$ cat src/rtl/speed_report_pkg.sv
// Shared constants, FSM state type and baud-divider helper for the speed report
// UART path.
package speed_report_pkg;

    localparam logic [7:0]  FRAME_HDR   = 8'hA5;
    localparam int unsigned FRAME_BYTES = 5;

    typedef enum logic [1:0] {
        IDLE,
        START,
        DATA,
        STOP
    } tx_state_t;

    function automatic int unsigned clks_per_bit(input int unsigned sys_freq,
                                                 input int unsigned baud);
        return sys_freq / baud;
    endfunction

endpackage

$ cat src/rtl/uart_tx_byte.sv
// 8N1 byte transmitter with a valid/ready handshake. A byte offered during the
// last stop-bit cycle is loaded straight into the next start bit.
module uart_tx_byte
    import speed_report_pkg::*;
#(
    parameter int unsigned CLKS_PER_BIT = 434
) (
    input  logic       clk,
    input  logic       reset_n,
    input  logic       tx_valid,
    input  logic [7:0] tx_data,
    output logic       tx_ready,
    output logic       tx_line,
    output logic       tx_busy
);

    localparam int unsigned     CNT_W     = (CLKS_PER_BIT > 1) ? $clog2(CLKS_PER_BIT) : 1;
    localparam logic [CNT_W-1:0] BAUD_LAST = CNT_W'(CLKS_PER_BIT - 1);

    tx_state_t        r_state, w_state_nxt;
    logic [CNT_W-1:0] r_baud, w_baud_nxt;
    logic [2:0]       r_bit, w_bit_nxt;
    logic [7:0]       r_shift, w_shift_nxt;
    logic             r_line, w_line_nxt;
    logic             w_bit_end;

    assign w_bit_end = (r_baud == BAUD_LAST);
    assign tx_ready  = (r_state == IDLE) || ((r_state == STOP) && w_bit_end);
    assign tx_line   = r_line;
    assign tx_busy   = (r_state != IDLE);

    always_ff @(posedge clk) begin
        if (!reset_n) begin
            r_state <= IDLE;
            r_baud  <= '0;
            r_bit   <= '0;
            r_shift <= '0;
            r_line  <= 1'b1;
        end else begin
            r_state <= w_state_nxt;
            r_baud  <= w_baud_nxt;
            r_bit   <= w_bit_nxt;
            r_shift <= w_shift_nxt;
            r_line  <= w_line_nxt;
        end
    end

    always_comb begin
        w_state_nxt = r_state;
        w_baud_nxt  = r_baud;
        w_bit_nxt   = r_bit;
        w_shift_nxt = r_shift;
        unique case (r_state)
            IDLE: begin
                if (tx_valid) begin
                    w_state_nxt = START;
                    w_shift_nxt = tx_data;
                    w_baud_nxt  = '0;
                    w_bit_nxt   = '0;
                end
            end
            START: begin
                if (w_bit_end) begin
                    w_state_nxt = DATA;
                    w_baud_nxt  = '0;
                end else begin
                    w_baud_nxt = r_baud + CNT_W'(1);
                end
            end
            DATA: begin
                if (w_bit_end) begin
                    w_baud_nxt  = '0;
                    w_shift_nxt = {1'b0, r_shift[7:1]};
                    if (r_bit == 3'd7) begin
                        w_state_nxt = STOP;
                        w_bit_nxt   = '0;
                    end else begin
                        w_bit_nxt = r_bit + 3'd1;
                    end
                end else begin
                    w_baud_nxt = r_baud + CNT_W'(1);
                end
            end
            STOP: begin
                if (w_bit_end) begin
                    w_baud_nxt = '0;
                    if (tx_valid) begin
                        w_state_nxt = START;
                        w_shift_nxt = tx_data;
                    end else begin
                        w_state_nxt = IDLE;
                    end
                end else begin
                    w_baud_nxt = r_baud + CNT_W'(1);
                end
            end
        endcase
    end

    // Line level is decoded from the next state so the pin itself is a flop.
    always_comb begin
        w_line_nxt = 1'b1;
        case (w_state_nxt)
            START:   w_line_nxt = 1'b0;
            DATA:    w_line_nxt = w_shift_nxt[0];
            default: ;
        endcase
    end

endmodule

$ cat src/rtl/speed_report_tx.sv
// Captures a speed/E-pass result on done and streams it as a 5-byte
// checksummed frame over 8N1 UART; reports strobes lost while a frame is active.
module speed_report_tx
    import speed_report_pkg::*;
#(
    parameter int unsigned SYS_FREQ    = 50000000,
    parameter int unsigned BAUD        = 115200,
    parameter int unsigned WIDTH_SPEED = 14
) (
    input  logic                   clk,
    input  logic                   reset_n,
    input  logic                   done,
    input  logic [WIDTH_SPEED-1:0] speed,
    input  logic [1:0]             valid_Epass,
    output logic                   serial_data_out,
    output logic                   busy,
    output logic                   drop
);

    localparam int unsigned CPB = clks_per_bit(SYS_FREQ, BAUD);

    logic [7:0]  r_frame [FRAME_BYTES];
    logic [2:0]  r_byte_idx;
    logic        r_active;
    logic        r_sent_all;
    logic        r_drop;

    logic [15:0] w_speed16;
    logic [7:0]  w_b1, w_b2, w_b3;
    logic        w_capture;
    logic        w_tx_valid, w_tx_ready, w_hs;
    logic        w_tx_line, w_tx_busy;

    assign w_speed16  = 16'(speed);
    assign w_b1       = w_speed16[15:8];
    assign w_b2       = w_speed16[7:0];
    assign w_b3       = {6'b0, valid_Epass};
    assign w_capture  = done && !r_active;
    assign w_tx_valid = r_active && !r_sent_all;
    assign w_hs       = w_tx_valid && w_tx_ready;

    // r_active spans capture to the end of the last stop bit, so a strobe in
    // that final stop cycle is still dropped while the next cycle accepts.
    always_ff @(posedge clk) begin
        if (!reset_n) begin
            r_active   <= 1'b0;
            r_sent_all <= 1'b0;
            r_byte_idx <= '0;
            r_drop     <= 1'b0;
            for (int unsigned i = 0; i < FRAME_BYTES; i++) r_frame[i] <= '0;
        end else begin
            r_drop <= done && r_active;
            if (w_capture) begin
                r_active   <= 1'b1;
                r_sent_all <= 1'b0;
                r_byte_idx <= '0;
                r_frame[0] <= FRAME_HDR;
                r_frame[1] <= w_b1;
                r_frame[2] <= w_b2;
                r_frame[3] <= w_b3;
                r_frame[4] <= FRAME_HDR ^ w_b1 ^ w_b2 ^ w_b3;
            end else if (r_active) begin
                if (w_hs) begin
                    if (r_byte_idx == 3'(FRAME_BYTES - 1)) r_sent_all <= 1'b1;
                    else                                    r_byte_idx <= r_byte_idx + 3'd1;
                end
                if (r_sent_all && w_tx_ready) r_active <= 1'b0;
            end
        end
    end

    uart_tx_byte #(
        .CLKS_PER_BIT (CPB)
    ) u_tx (
        .clk      (clk),
        .reset_n  (reset_n),
        .tx_valid (w_tx_valid),
        .tx_data  (r_frame[r_byte_idx]),
        .tx_ready (w_tx_ready),
        .tx_line  (w_tx_line),
        .tx_busy  (w_tx_busy)
    );

    assign serial_data_out = w_tx_line;
    assign busy            = w_tx_busy;
    assign drop            = r_drop;

endmodule

$ cat config.mk
export PLATFORM = sky130hd
export DESIGN_NAME = speed_report_tx
export DESIGN_NICKNAME = d
export VERILOG_FILES = /design/src/rtl/speed_report_pkg.sv /design/src/rtl/uart_tx_byte.sv /design/src/rtl/speed_report_tx.sv
export SDC_FILE = /design/constraint.sdc
export NUM_CORES = 1
export LEC_CHECK = 0
export BUFFER_PORTS_ARGS = -buffer_cell sky130_fd_sc_hd__buf_2
export CORE_MARGIN = 2
export CORE_UTILIZATION = 54
export CTS_CLUSTER_DIAMETER = 50
export DETAILED_ROUTE_END_ITERATION = 8
export PLACE_DENSITY_LB_ADDON = 0.1
export SLEW_MARGIN = 30
export SYNTH_ARGS = -nofsm -noshare
export SYNTH_HDL_FRONTEND = slang
export SYNTH_SLANG_ARGS = --single-unit
export TNS_END_PERCENT = 50
$ cat constraint.sdc
create_clock -name clk -period 2.1 [get_ports clk]
set_clock_uncertainty 0.1 [all_clocks]
set_input_delay 0.21 -clock clk [delete_from_list [all_inputs] [get_ports clk]]
set_output_delay 0.21 -clock clk [all_outputs]
set_load 0.02 [all_outputs]
---- Word-level counts from Yosys, hierarchy flattened ----
Memory sizes are Yosys's and may differ from the RTL's. A register that Yosys moved wholly into a read port is not among the register bits.
Cells that the tools add are included.
cells by class
  eq/ne operators ......................... 11
  muxes and demuxes ....................... 33
  reductions and logical operators ........ 19
  bitwise logic cells ..................... 10
  $add $sub $neg .......................... 3
operators by type and width
  cell                                                    number
  two-way mux 8 bit                                       8
  case mux 8 bit (3 select lines)                         1
  two-way mux 9 bit                                       2
  case mux 9 bit (2 select lines)                         1
  two-way mux 3 bit                                       5
  AND reduction 3 bit                                     4
  two-way mux 2 bit                                       5
  adder 9 x 1 -> 9 bit (second input constant)            1
  equality test 9 bit (second input constant)             1
  two-way mux 1 bit                                       8
  case mux 2 bit (4 select lines)                         1
  bitwise XOR 8 x 2 -> 8 bit                              1
  bitwise XOR 8 bit                                       1
  adder 3 x 1 -> 3 bit (second input constant)            2
  equality test 2 bit (second input constant)             3
  equality test 3 bit (second input constant)             2
  logical AND 1 bit                                       6
  case mux 3 bit (2 select lines)                         1
  OR 1 bit                                                5
  equality test 2 x 1 -> 1 bit (second input constant)    2
  inequality test 2 x 1 -> 1 bit (second input constant)  2
  inverter 3 -> 4 bit                                     1
  nonzero test 2 bit                                      2
  nonzero test 3 bit                                      1
  other kinds (8)                                         10
storage, ports and cells
  memories ................................ 1
  word-level logic and storage cells ...... 87
  output and inout bits ................... 3
  bits in writable memories ............... 40
  input port bits ......................... 19
  register bits ........................... 29
memory list
  memory   depth  width  rd ports  clocked after Yosys merged registers in  write ports  RTL line               source
  r_frame  5      8      1         1                                        5            speed_report_tx.sv:22  logic [7:0] r_frame [FRAME_BYTES];

---- Depth between registers and ports, before layout ----
Gate-level depths: netlist of run 1.
  word-level depth ........................ 7
  gate-level depth with buffers ........... 8
  gate-level depth less buffers ........... 7

---- By module ----
Synthesis of run 1 repeated with hierarchy kept, for this count alone.
unflattened totals
  cell total of the unflattened synthesis .. 280
  area, all modules ....................... 2,831.5 um2
modules (own cells, without submodules)
  module           instances  cells each  sequential area each (um2)  area an instance (um2)
  speed_report_tx  1          126         900.9                       1,525.2
  uart_tx_byte     1          154         460.4                       1,306.3

---- Least setup slack after synthesis of run 1 ----
No wires, ideal clock.
  kind .................................... register -> register
  start point ............................. reg r_active
  end point ............................... mem r_frame[0][5] (enable)
  arrival ................................. 1.632 ns
  library setup time ...................... 0.416 ns
  setup slack ............................. -0.048 ns
  required time ........................... 1.584 ns
  buffers on the path ..................... 0
  stages on the path, launching flop included .. 2
  period minus slack after synthesis ...... 2.148 ns
  cell sequence ........................... dfxtp_1 -> o21ai_1
RTL lines
  what                    RTL line               source
  start, declared         speed_report_tx.sv:24  logic r_active;
  start signal, assigned  speed_report_tx.sv:46  r_active <= 1'b0;
  start signal, assigned  speed_report_tx.sv:54  r_active <= 1'b1;
  start signal, assigned  speed_report_tx.sv:67  if (r_sent_all && w_tx_ready) r_active <= 1'b0;
  end, declared           speed_report_tx.sv:22

---- Final worst setup path of run 1 ----
  start point ............................. reg u_tx.r_baud[0]
  end point ............................... reg r_byte_idx[1]
between the ends
  cells in the longest elaborated chain, start to end .. 5
RTL lines
  what                           RTL line               source
  start, declared                uart_tx_byte.sv:21     logic [CNT_W-1:0] r_baud, w_baud_nxt;
  start signal, assigned         uart_tx_byte.sv:41     r_baud <= w_baud_nxt;
  equality test 9 bit            uart_tx_byte.sv:27     assign w_bit_end = (r_baud == BAUD_LAST);
  logical AND 1 bit              uart_tx_byte.sv:28     assign tx_ready = (r_state == IDLE) || ((r_state == STOP) && w_bit_end);
  logical OR 1 bit               uart_tx_byte.sv:28
  logical AND 1 bit              speed_report_tx.sv:40  assign w_hs = w_tx_valid && w_tx_ready;
  AND reduction 3 bit (no line)  --
  end signal, assigned           speed_report_tx.sv:65  else r_byte_idx <= r_byte_idx + 3'd1;
  end, declared                  speed_report_tx.sv:23  logic [2:0] r_byte_idx;
Every way passes these cells.
A chain may end at the register's enable or synchronous reset.

==> results of run 1 <==
Yosys cell counts, types with 2 or more instances:
library cell / count
dfxtp_1: 32
edfxtp_1: 24
nand2_1: 23
nor2_1: 22
and2_1: 21
a21boi_1: 9
a21oi_1: 9
mux2i_1: 8
clkbuf_1: 7
xnor2_1: 7
ha_1: 6
nand3_1: 6
o21ai_0: 6
o21ai_1: 6
and3_1: 5
inv_1: 5
nor2b_1: 5
a31oi_1: 4
a211oi_1: 3
a2bb2oi_1: 3
nand3b_1: 3
nor3_1: 3
o211a_1: 3
o221a_1: 3
o221ai_1: 3
xor2_1: 3
a211o_1: 2
a22oi_1: 2
a32oi_1: 2
buf_4: 2
buf_6: 2
nand2b_1: 2
nand4_1: 2
nor3b_1: 2
nor4_1: 2
o22ai_1: 2
or3b_1: 2
worst min-delay path by stage:
stage / endpoint / depth (start not counted) / start
floorplan: drop / 1 / done
global placement: u_tx.r_bit[2] / 2 / u_tx.r_bit[2]
detailed placement: u_tx.r_shift[4] / 2 / u_tx.r_shift[4]
CTS: r_frame[4][7] / 2 / speed[7]
global route: r_frame[2][6] / 2 / speed[6]
finish: r_frame[4][7] / 2 / speed[7]
registers in the layout (all words and copies together), names as in the netlist, named ones only:
signal,flops
r_byte_idx,3
r_frame,24
drop,1
u_tx.r_bit,3
r_sent_all,1
u_tx.r_baud,9
u_tx.r_shift,8
r_active,1
u_tx.r_state,2
u_tx.tx_line,1
metal layers:
layer  global-route usage  part of all wire  vias up
met5                    0                 0        -
met1                0.252              0.47      996
met3               0.0341             0.030        8
met2                0.321              0.48       35
li1                     -                 -     1091
met4               0.0589             0.014        0
logic make-up (layout without fill, tap and decap cells):
| kind of cell | Yosys count | after routing | share of synthesized area |
|---|---|---|---|
| AO/OA/AOI/OAI | 67 | 67 | 0.171 |
| XOR/XNOR | 10 | 10 | 0.0303 |
| AND/OR/NAND/NOR | 112 | 112 | 0.220 |
| adder cells (fa/ha/maj) | 6 | 6 | 0.0260 |
| multiplexers | 11 | 11 | 0.0433 |
| flip-flops | 56 | 56 | 0.471 |
| buffers and inverters | 20 | 49 | 0.0381 |
what timing repair did:
item                       in CTS  in global routing
gates resized for setup         0                  2
setup endpoints to repair       0                  3
setup buffers                   0                  2
through the flow:
| step | cell area [um2] | total power [uW] |
|---|---|---|
| floorplan | 2890 | 1450 |
| global placement | 3090 | 1520 |
| detailed placement | 3090 | 1530 |
| CTS | 3180 | 2120 |
| global route | 3210 | 2220 |
| finish | 3210 | 2110 |
final cells by class:
class	instances	area [um2]
Sequential cell	56	1360
Tap cell	70	87.6
Fill cell	463	1930
Clock buffer	5	68.8
Inverter	7	27.5
Clock inverter	3	22.5
Multi-Input combinational cell	206	1440
Timing Repair Buffer	34	203
report_power, final:
group	switching, uW	leakage (uW)	internal, uW
clock	360	0.0000485	240
sequential	33.4	0.000519	1200
combinational	156	0.000686	122
==> summary.txt, run 1 <==
Power and ir drop
  • Peak VDD IR: around 460 uV
  • Pleak: about 0.0013 uW
  • Power density over cell area: roughly 660 mW/mm2

Critical path
  • Worst-path maximum fanout: 6
  • Slowest CP cell: dfxtp_1
  • CP delay by family, top: simple AND/OR/NAND/NOR gates
  • Crit-path cells: ha_1, and4_1, nand4_1, a221oi_4, mux2i_1, nor2_1
  • Bufs and invs on worst path: 0
  • Crit path launch: u_tx.r_baud[0]
  • CP startpoint kind: flop
  • CP endpoint: r_byte_idx[1]
  • R2R setup slack: about 54 ps
  • Worst EP required: roughly 2200 ps
  • Crit-path max cell delay: approximately 420 ps
  • CP arrival: 2140 ps
  • R2R Path Start: u_tx.r_baud[0]
  • WS Path Type: flop to flop
  • CP Capture Type: flop
  • Worst R2R End: r_byte_idx[1]
  • Levels on crit path: 6
  • R2R depth: 6

Cells and area
  • Share of layout cells above drive strength 1: 0.190
  • Most frequent cells in the layout: dfxtp_1 (32), edfxtp_1 (24), nand2_1 (23)
  • Commonest non-fill, non-tap cell in the layout: dfxtp_1
  • Area Growth Syn to Fin: 11.2%
  • Post-route core utilization: 0.625
  • Ant. Diodes: 0
  • Post-Layout Cell Count: around 380
  • Nets: 335

Yosys
  • Synth area leader: edfxtp_1
  • Seq/Total Area, Yosys: 0.471
  • Post-synth top area share: 0.249
  • Post-synth EDFFs: 24
  • Post-Syn Instances: approximately 280
  • Synth Cell Area: just under 0.003 mm2
  • Async S/R FF share, synth: 0
  • Syn avg cell area: between 10 and 15 um2
  • Post-synth cell types: slightly below 70
  • Top FF cell, synth: dfxtp_1
  • Synth top area cells: edfxtp_1 (25%), dfxtp_1 (22%), and2_1 (4.5%)
  • Synthesis Warnings: 0
  • Post-Syn Nets: a little over 300
  • Number of synthesized register bits: 56

Timing
  • Max transition margin: 0.602
  • Tmin final: approximately 2000 ps
  • Setup violators final: 0
  • Fin. Hold Viols: 0
  • RSZ-0062 raised after global routing: false
  • Fin crit share: 0.974
  • Max-slew violations: 0
  • Setup TNS Final: 0 ps
  • Maximum clock rate: slightly below 500 MHz
  • Setup WS post-layout: 53.6 ps
  • Worst slew pin tran: 589 ps
  • Hold Slack: approximately 80 ps

Floorplanning
  • Die area: slightly below 0.006 mm2
  • Initial Util: 0.562
  • Chip width: slightly below 80 um
  • Io pins: 22
  • Die Span Y: approximately 77 um
  • Num rows: 26
  • Core Footprint: roughly 0.0051 mm2

CTS
  • CTS tree: built
  • CTS HTree Levels: 2
  • CTS sink cnt: 56
  • Total CTS buffers: 5
  • CTS Buffer Depth: 2
  • Clk_lat worst skew: 310 ps
  • Cts hold-fix bufs: 0
  • CTS root buf: clkbuf_8
  • Clk slew on worst S/H paths: 100 ps

Route
  • Initial DRC Count: about 110
  • DRC Markers: 0
  • Drt pass-1 iters: 4
  • Routed vias/inst: ~5.6
  • WL/cell: 14.3 um
  • Final antenna-violating net count: 0
  • WL final: between 5 and 6 mm
  • Vias: ~2,100

Placed design
  • Routability cong.: 0.855
  • Port buffer count: 21
  • Pre-CTS WS: ~68 ps
  • Inst Count DP: between 300 and 400
  • DP HPWL: 3.89 mm

Global routing
  • Total congestion overflow: 0
  • GRT Util Overall: 0.191
  • Initial antenna violation count: 0
  • Pin count of the biggest net entering global routing: 30
  • Vias in the first global route: about 2,000
  • First-pass GRT wire length: around 9.3 mm

Run
  • Max-Cap Viols: 0

Hold path
  • HP Class: primary input to flop

Outcome
  • Status: finished clean
Power figures use the tool's default switching activity.
==> run 2, diff against run 1 <==
Settings changed: CAP_MARGIN from default to 5, CORE_UTILIZATION 54 to 38, PLACE_DENSITY from default to 0.62, PLACE_DENSITY_LB_ADDON 0.1 to default.
==> summary.txt, run 2 (synthesis gave the netlist of run 1 again) <==
CTS
  • CTS sink cnt: 56 (unchanged)
  • Total CTS buffers: 5 (unchanged)
  • Clk_lat worst skew: 310 ps (about the same)
  • Cts hold-fix bufs: 0 (unchanged)
  • CTS Buffer Depth: 2 (unchanged)
  • CTS root buf: clkbuf_8
  • Post-CTS resize count: 0 (unchanged)
  • CTS HTree Levels: 2 (unchanged)
  • Postcts setup bufs: 0 (unchanged)
  • Clk slew on worst S/H paths: 100 ps (about the same)
  • CTS tree: built

Timing
  • Max transition margin: 0.613 (+0.0110)
  • Max-slew violations: 0 (unchanged)
  • Tmin final: 2000 ps (-47.2 ps)
  • Setup TNS Final: 0 ps (unchanged)
  • RSZ-0062 raised after global routing: false
  • Maximum clock rate: 500 MHz (+2.4%)
  • Setup violators final: 0 (unchanged)
  • Fin crit share: 0.952 (-0.0225)
  • Worst slew pin tran: 573 ps (-16.2 ps)
  • Fin. Hold Viols: 0 (unchanged)

Route
  • Vias: 2,133 (+0.14%)
  • Final antenna-violating net count: 0 (unchanged)
  • DRC Markers: 0 (unchanged)
  • Initial DRC Count: 88 (-16%)
  • WL/cell: 13.6 um (-5.1%)
  • Drt pass-1 iters: 4 (unchanged)
  • WL final: 5.51 mm (+1.2%)
  • Routed vias/inst: 5.25 (-6.0%)

Floorplanning
  • Die Span Y: 91.2 um (+18%)
  • Core Footprint: 0.00729 mm2 (+42%)
  • Num rows: 31 (+19%)
  • Die area: 0.00832 mm2 (+40%)
  • Chip width: 91.2 um (+18%)
  • Initial Util: 0.396 (-0.166)
  • Io pins: 22 (unchanged)

Critical path
  • R2R depth: 7 (+1)
  • Slowest CP cell: a21oi_1
  • CP arrival: 2110 ps (-30 ps)
  • CP dominant cell by count: a21oi_1
  • Worst EP required: 2210 ps (+20 ps)
  • Crit-path max cell delay: 350 ps (-70 ps)
  • CP startpoint kind: flop
  • Crit-path cells: inv_1, ha_2, and4_4, nand4_1, a21oi_1, a21oi_1, nor3_1
  • WS Path Type: flop to flop
  • Worst-path maximum fanout: 4 (-2)
  • CP Capture Type: flop

Placed design
  • Port buffer count: 21 (unchanged)
  • DP HPWL: 3.84 mm (-1.2%)
  • Routability cong.: 0.769 (-10%)

Cells and area
  • Largest register FFs: 24 (unchanged)
  • Share of layout cells above drive strength 1: 0.182 (-0.00730)
  • Filler cell count in the final layout: 720 (+56%)
  • Top flop regs: r_frame (24), u_tx.r_baud (9), u_tx.r_shift (8)
  • Commonest non-fill, non-tap cell in the layout: dfxtp_1
  • Most frequent cells in the layout: dfxtp_1 (32), edfxtp_1 (24), nand2_1 (23)
  • Area Growth Syn to Fin: 12.0%
  • Post-route core utilization: 0.444 (-0.181)
  • Ant. Diodes: 0 (unchanged)
  • Nets: 331 (-1.2%)
  • Largest Register: r_frame

Global routing
  • Total congestion overflow: 0 (unchanged)
  • Initial antenna violation count: 0 (unchanged)
  • Pin count of the biggest net entering global routing: 30 (unchanged)
  • GRT Util Overall: 0.143 (-0.0484)
  • First-pass GRT wire length: 9.63 mm (+3.9%)
  • Vias in the first global route: 2,045 (+2.3%)

Hold path
  • Hold Path Stages: 2 (unchanged)
  • HP Class: primary input to flop

Power and ir drop
  • Peak VDD IR: 337 uV (-27%)
  • Power density over cell area: 690 mW/mm2 (+5.2%)
  • Pleak: 0.00125 uW (-0.65%)

Outcome
  • Status: finished clean

Run
  • Max-Cap Viols: 0 (unchanged)
run 2: critical path, delay by kind of cell, from the launching register on:
family / cells / cell delay, ps
buffers and inverters: 1 / 80
flip-flops: 1 / 340
adder cells (fa/ha/maj): 1 / 190
AND/OR/NAND/NOR: 3 / 720
AO/OA/AOI/OAI: 2 / 460
run 2: routing by layer:
layer,up-vias,GRT usage,wire [um]
li1,1087,-,-
met1,1009,0.180,2700
met2,29,0.235,2570
met3,8,0.0398,152
met4,0,0.0492,93
met5,-,0,0
run 2: area by class of cell:
type / instances / area (um2) / area share
clock buffers: 6 / 72.6 / 0.0224
clock inverters: 2 / 38.8 / 0.0120
inverters: 7 / 27.5 / 0.00851
multi-input cells: 206 / 1430 / 0.441
flip-flops and latches: 56 / 1360 / 0.421
well taps: 99 / 124 / 0.0383
repair buffers: 30 / 185 / 0.0572
run 2: final timing paths:
path	start	end	slack (ps)
min	speed[7]	r_frame[4][7]	70
max reg2reg	u_tx.r_baud[1]	flop	100
max	u_tx.r_baud[1]	flop	100
min reg2reg	u_tx.r_shift[4]	u_tx.r_shift[4]	370
run 2: per-stage QoR:
step | area, um2 | hold slack (ps) | instances | setup WS, ps | total power (uW)
finish | 3240 | 70.8 | 406 | 101 | 2230
global route | 3240 | 68.3 | 406 | 0.340 | 2340
CTS | 3230 | 57.1 | 406 | 79.6 | 2260
detailed placement | 3120 | 351 | 398 | 106 | 1540
global placement | 3120 | 361 | 398 | 144 | 1530
floorplan | 2890 | 269 | 282 | 245 | 1450
run 2: power breakdown:
group	internal (uW)	switching [uW]	total [uW]
Combinational	125	156	281
Clock	361	365	726
Sequential	1200	29.6	1230
==> run 3, diff against run 2 <==
Settings changed: CTS_BUF_LIST from default to sky130_fd_sc_hd__clkbuf_16, SKIP_CTS_REPAIR_TIMING from default to 1.
==> summary.txt, run 3 (synthesis gave the netlist of run 1 again) <==
Floorplanning
  • Core Footprint: 0.00729 mm2 (unchanged)
  • Die Span Y: 91.2 um (unchanged)
  • Io pins: 22 (unchanged)
  • Initial Util: 0.396 (unchanged)
  • Die area: 0.00832 mm2 (unchanged)
  • Chip width: 91.2 um (unchanged)
  • Num rows: 31 (unchanged)

Global routing
  • Vias in the first global route: 2,090 (+2.2%)
  • Total congestion overflow: 0 (unchanged)
  • GRT Util Overall: 0.142 (-0.000705)
  • Initial antenna violation count: 0 (unchanged)
  • First-pass GRT wire length: 9.76 mm (+1.4%)
  • Pin count of the biggest net entering global routing: 30 (unchanged)

Placed design
  • DP Area: 0.00312 mm2 (unchanged)
  • Pre-CTS WS: 106 ps (unchanged)
  • Routability cong.: 0.769 (unchanged)
  • DP HPWL: 3.84 mm (unchanged)
  • Port buffer count: 21 (unchanged)

Cells and area
  • Commonest non-fill, non-tap cell in the layout: dfxtp_1
  • Share of layout cells above drive strength 1: 0.179 (-0.00326)
  • Largest register FFs: 24 (unchanged)
  • Largest Register: r_frame
  • Final Cell Area: 0.00329 mm2 (+1.7%)
  • Post-route core utilization: 0.451 (+0.00738)
  • Ant. Diodes: 0 (unchanged)
  • Nets: 331 (unchanged)
  • Most frequent cells in the layout: dfxtp_1 (32), edfxtp_1 (24), nand2_1 (23)
  • Area Growth Syn to Fin: 13.9%
  • Top flop regs: r_frame (24), u_tx.r_baud (9), u_tx.r_shift (8)

Route
  • DRC Markers: 0 (unchanged)
  • Final antenna-violating net count: 0 (unchanged)
  • WL final: 5.63 mm (+2.1%)
  • Routed vias/inst: 5.31 (+1.1%)
  • Initial DRC Count: 101 (+15%)
  • WL/cell: 13.9 um (+2.1%)
  • Drt pass-1 iters: 4 (unchanged)
  • Vias: 2,156 (+1.1%)

Critical path
  • CP arrival: 2080 ps (-30 ps)
  • CP Capture Type: flop
  • CP startpoint kind: flop
  • Worst-path maximum fanout: 8 (+4)
  • WS Path Type: flop to flop
  • Worst EP required: 2170 ps (-40 ps)

Power and ir drop
  • P_int: 1890 uW (+12%)
  • Logic pwr share: 0.115 (-0.011)
  • Switching share of power: 0.234 (-0.0129)
  • Peak VDD IR: 412 uV (+22%)
  • Power density over cell area: 748 mW/mm2 (+8.3%)
  • Clock Power Share: 0.387 (+0.062)
  • Sw power: 575 uW (+4.4%)
  • Flop pwr share: 0.498 (-0.051)
  • Pleak: 0.00128 uW (+2.5%)

Timing
  • Max transition margin: 0.557 (-0.0565)
  • Fin. Hold Viols: 0 (unchanged)
  • Setup violators final: 0 (unchanged)
  • Fin crit share: 0.959 (+0.00715)
  • Tmin final: 2010 ps (+15.0 ps)
  • Setup TNS Final: 0 ps (unchanged)
  • Worst slew pin tran: 657 ps (+83.7 ps)
  • Hold Slack: 98.2 ps (+27.5 ps)
  • Setup WS post-layout: 85.8 ps (-15.0 ps)
  • Maximum clock rate: 496 MHz (-0.75%)
  • RSZ-0062 raised after global routing: false
  • Max-slew violations: 0 (unchanged)

CTS
  • CTS root buf: clkbuf_16
  • CTS Buffer Depth: 2 (unchanged)
  • CTS sink cnt: 56 (unchanged)
  • Clk slew on worst S/H paths: 70 ps (-30 ps)
  • CTS HTree Levels: 2 (unchanged)
  • CTS tree: built
  • Total CTS buffers: 5 (unchanged)
  • Clk_lat worst skew: 290 ps (-20 ps)

Hold path
  • HP Class: primary input to flop

Outcome
  • Status: finished clean

Run
  • Max-Cap Viols: 0 (unchanged)
run 3: changes by cell type in the layout (fill, tap and decap cells not counted), sizes merged:
cell / delta
inv: +1
clkbuf: -1
run 3: final cells by class:
type                            instances  area, um2
Clock buffer                            5        125
Clock inverter                          3       42.5
Fill cell                             714       4000
Inverter                                7       27.5
Multi-Input combinational cell        206       1420
Sequential cell                        56       1360
Tap cell                               99        124
Timing Repair Buffer                   30        185
run 3: per-stage QoR:
step,power (uW),instances
after floorplan,1450,282
after global placement,1530,398
after detailed placement,1540,398
after CTS,2490,406
after global routing,2560,406
final,2460,406
run 3: worst paths after layout:
kind | start | cells after the start | end | slack (ps)
setup / recovery | u_tx.r_baud[2] | 5 | u_tx.r_shift[6] | 90
hold / removal | speed[7] | 2 | r_frame[4][7] | 100
setup reg to reg | u_tx.r_baud[2] | 5 | u_tx.r_shift[6] | 90
hold reg to reg | u_tx.r_shift[4] | 2 | u_tx.r_shift[4] | 360
run 3: critical path, cell delays in order, from the launching register on:
cell      delay (ps)
dfxtp_1          380
or4b_4           610
nor3_4           220
a21oi_2          120
a222oi_1         390
nor2b_1           80
run 3: power by group through the flow:
stage               clock network [uW]  logic, uW  registers, uW
floorplan                            0        203           1250
global placement                     0        280           1250
detailed placement                   0        283           1250
CTS                                974        285           1230
global route                      1010        314           1230
finish                             951        283           1230
run 3: routing by layer:
| layer | up-vias | share of wire | global-route usage |
|---|---|---|---|
| met2 | 32 | 0.48 | 0.244 |
| met3 | 7 | 0.034 | 0.0340 |
| met5 | - | 0 | 0 |
| met4 | 0 | 0.012 | 0.0391 |
| li1 | 1088 | - | - |
| met1 | 1029 | 0.47 | 0.178 |
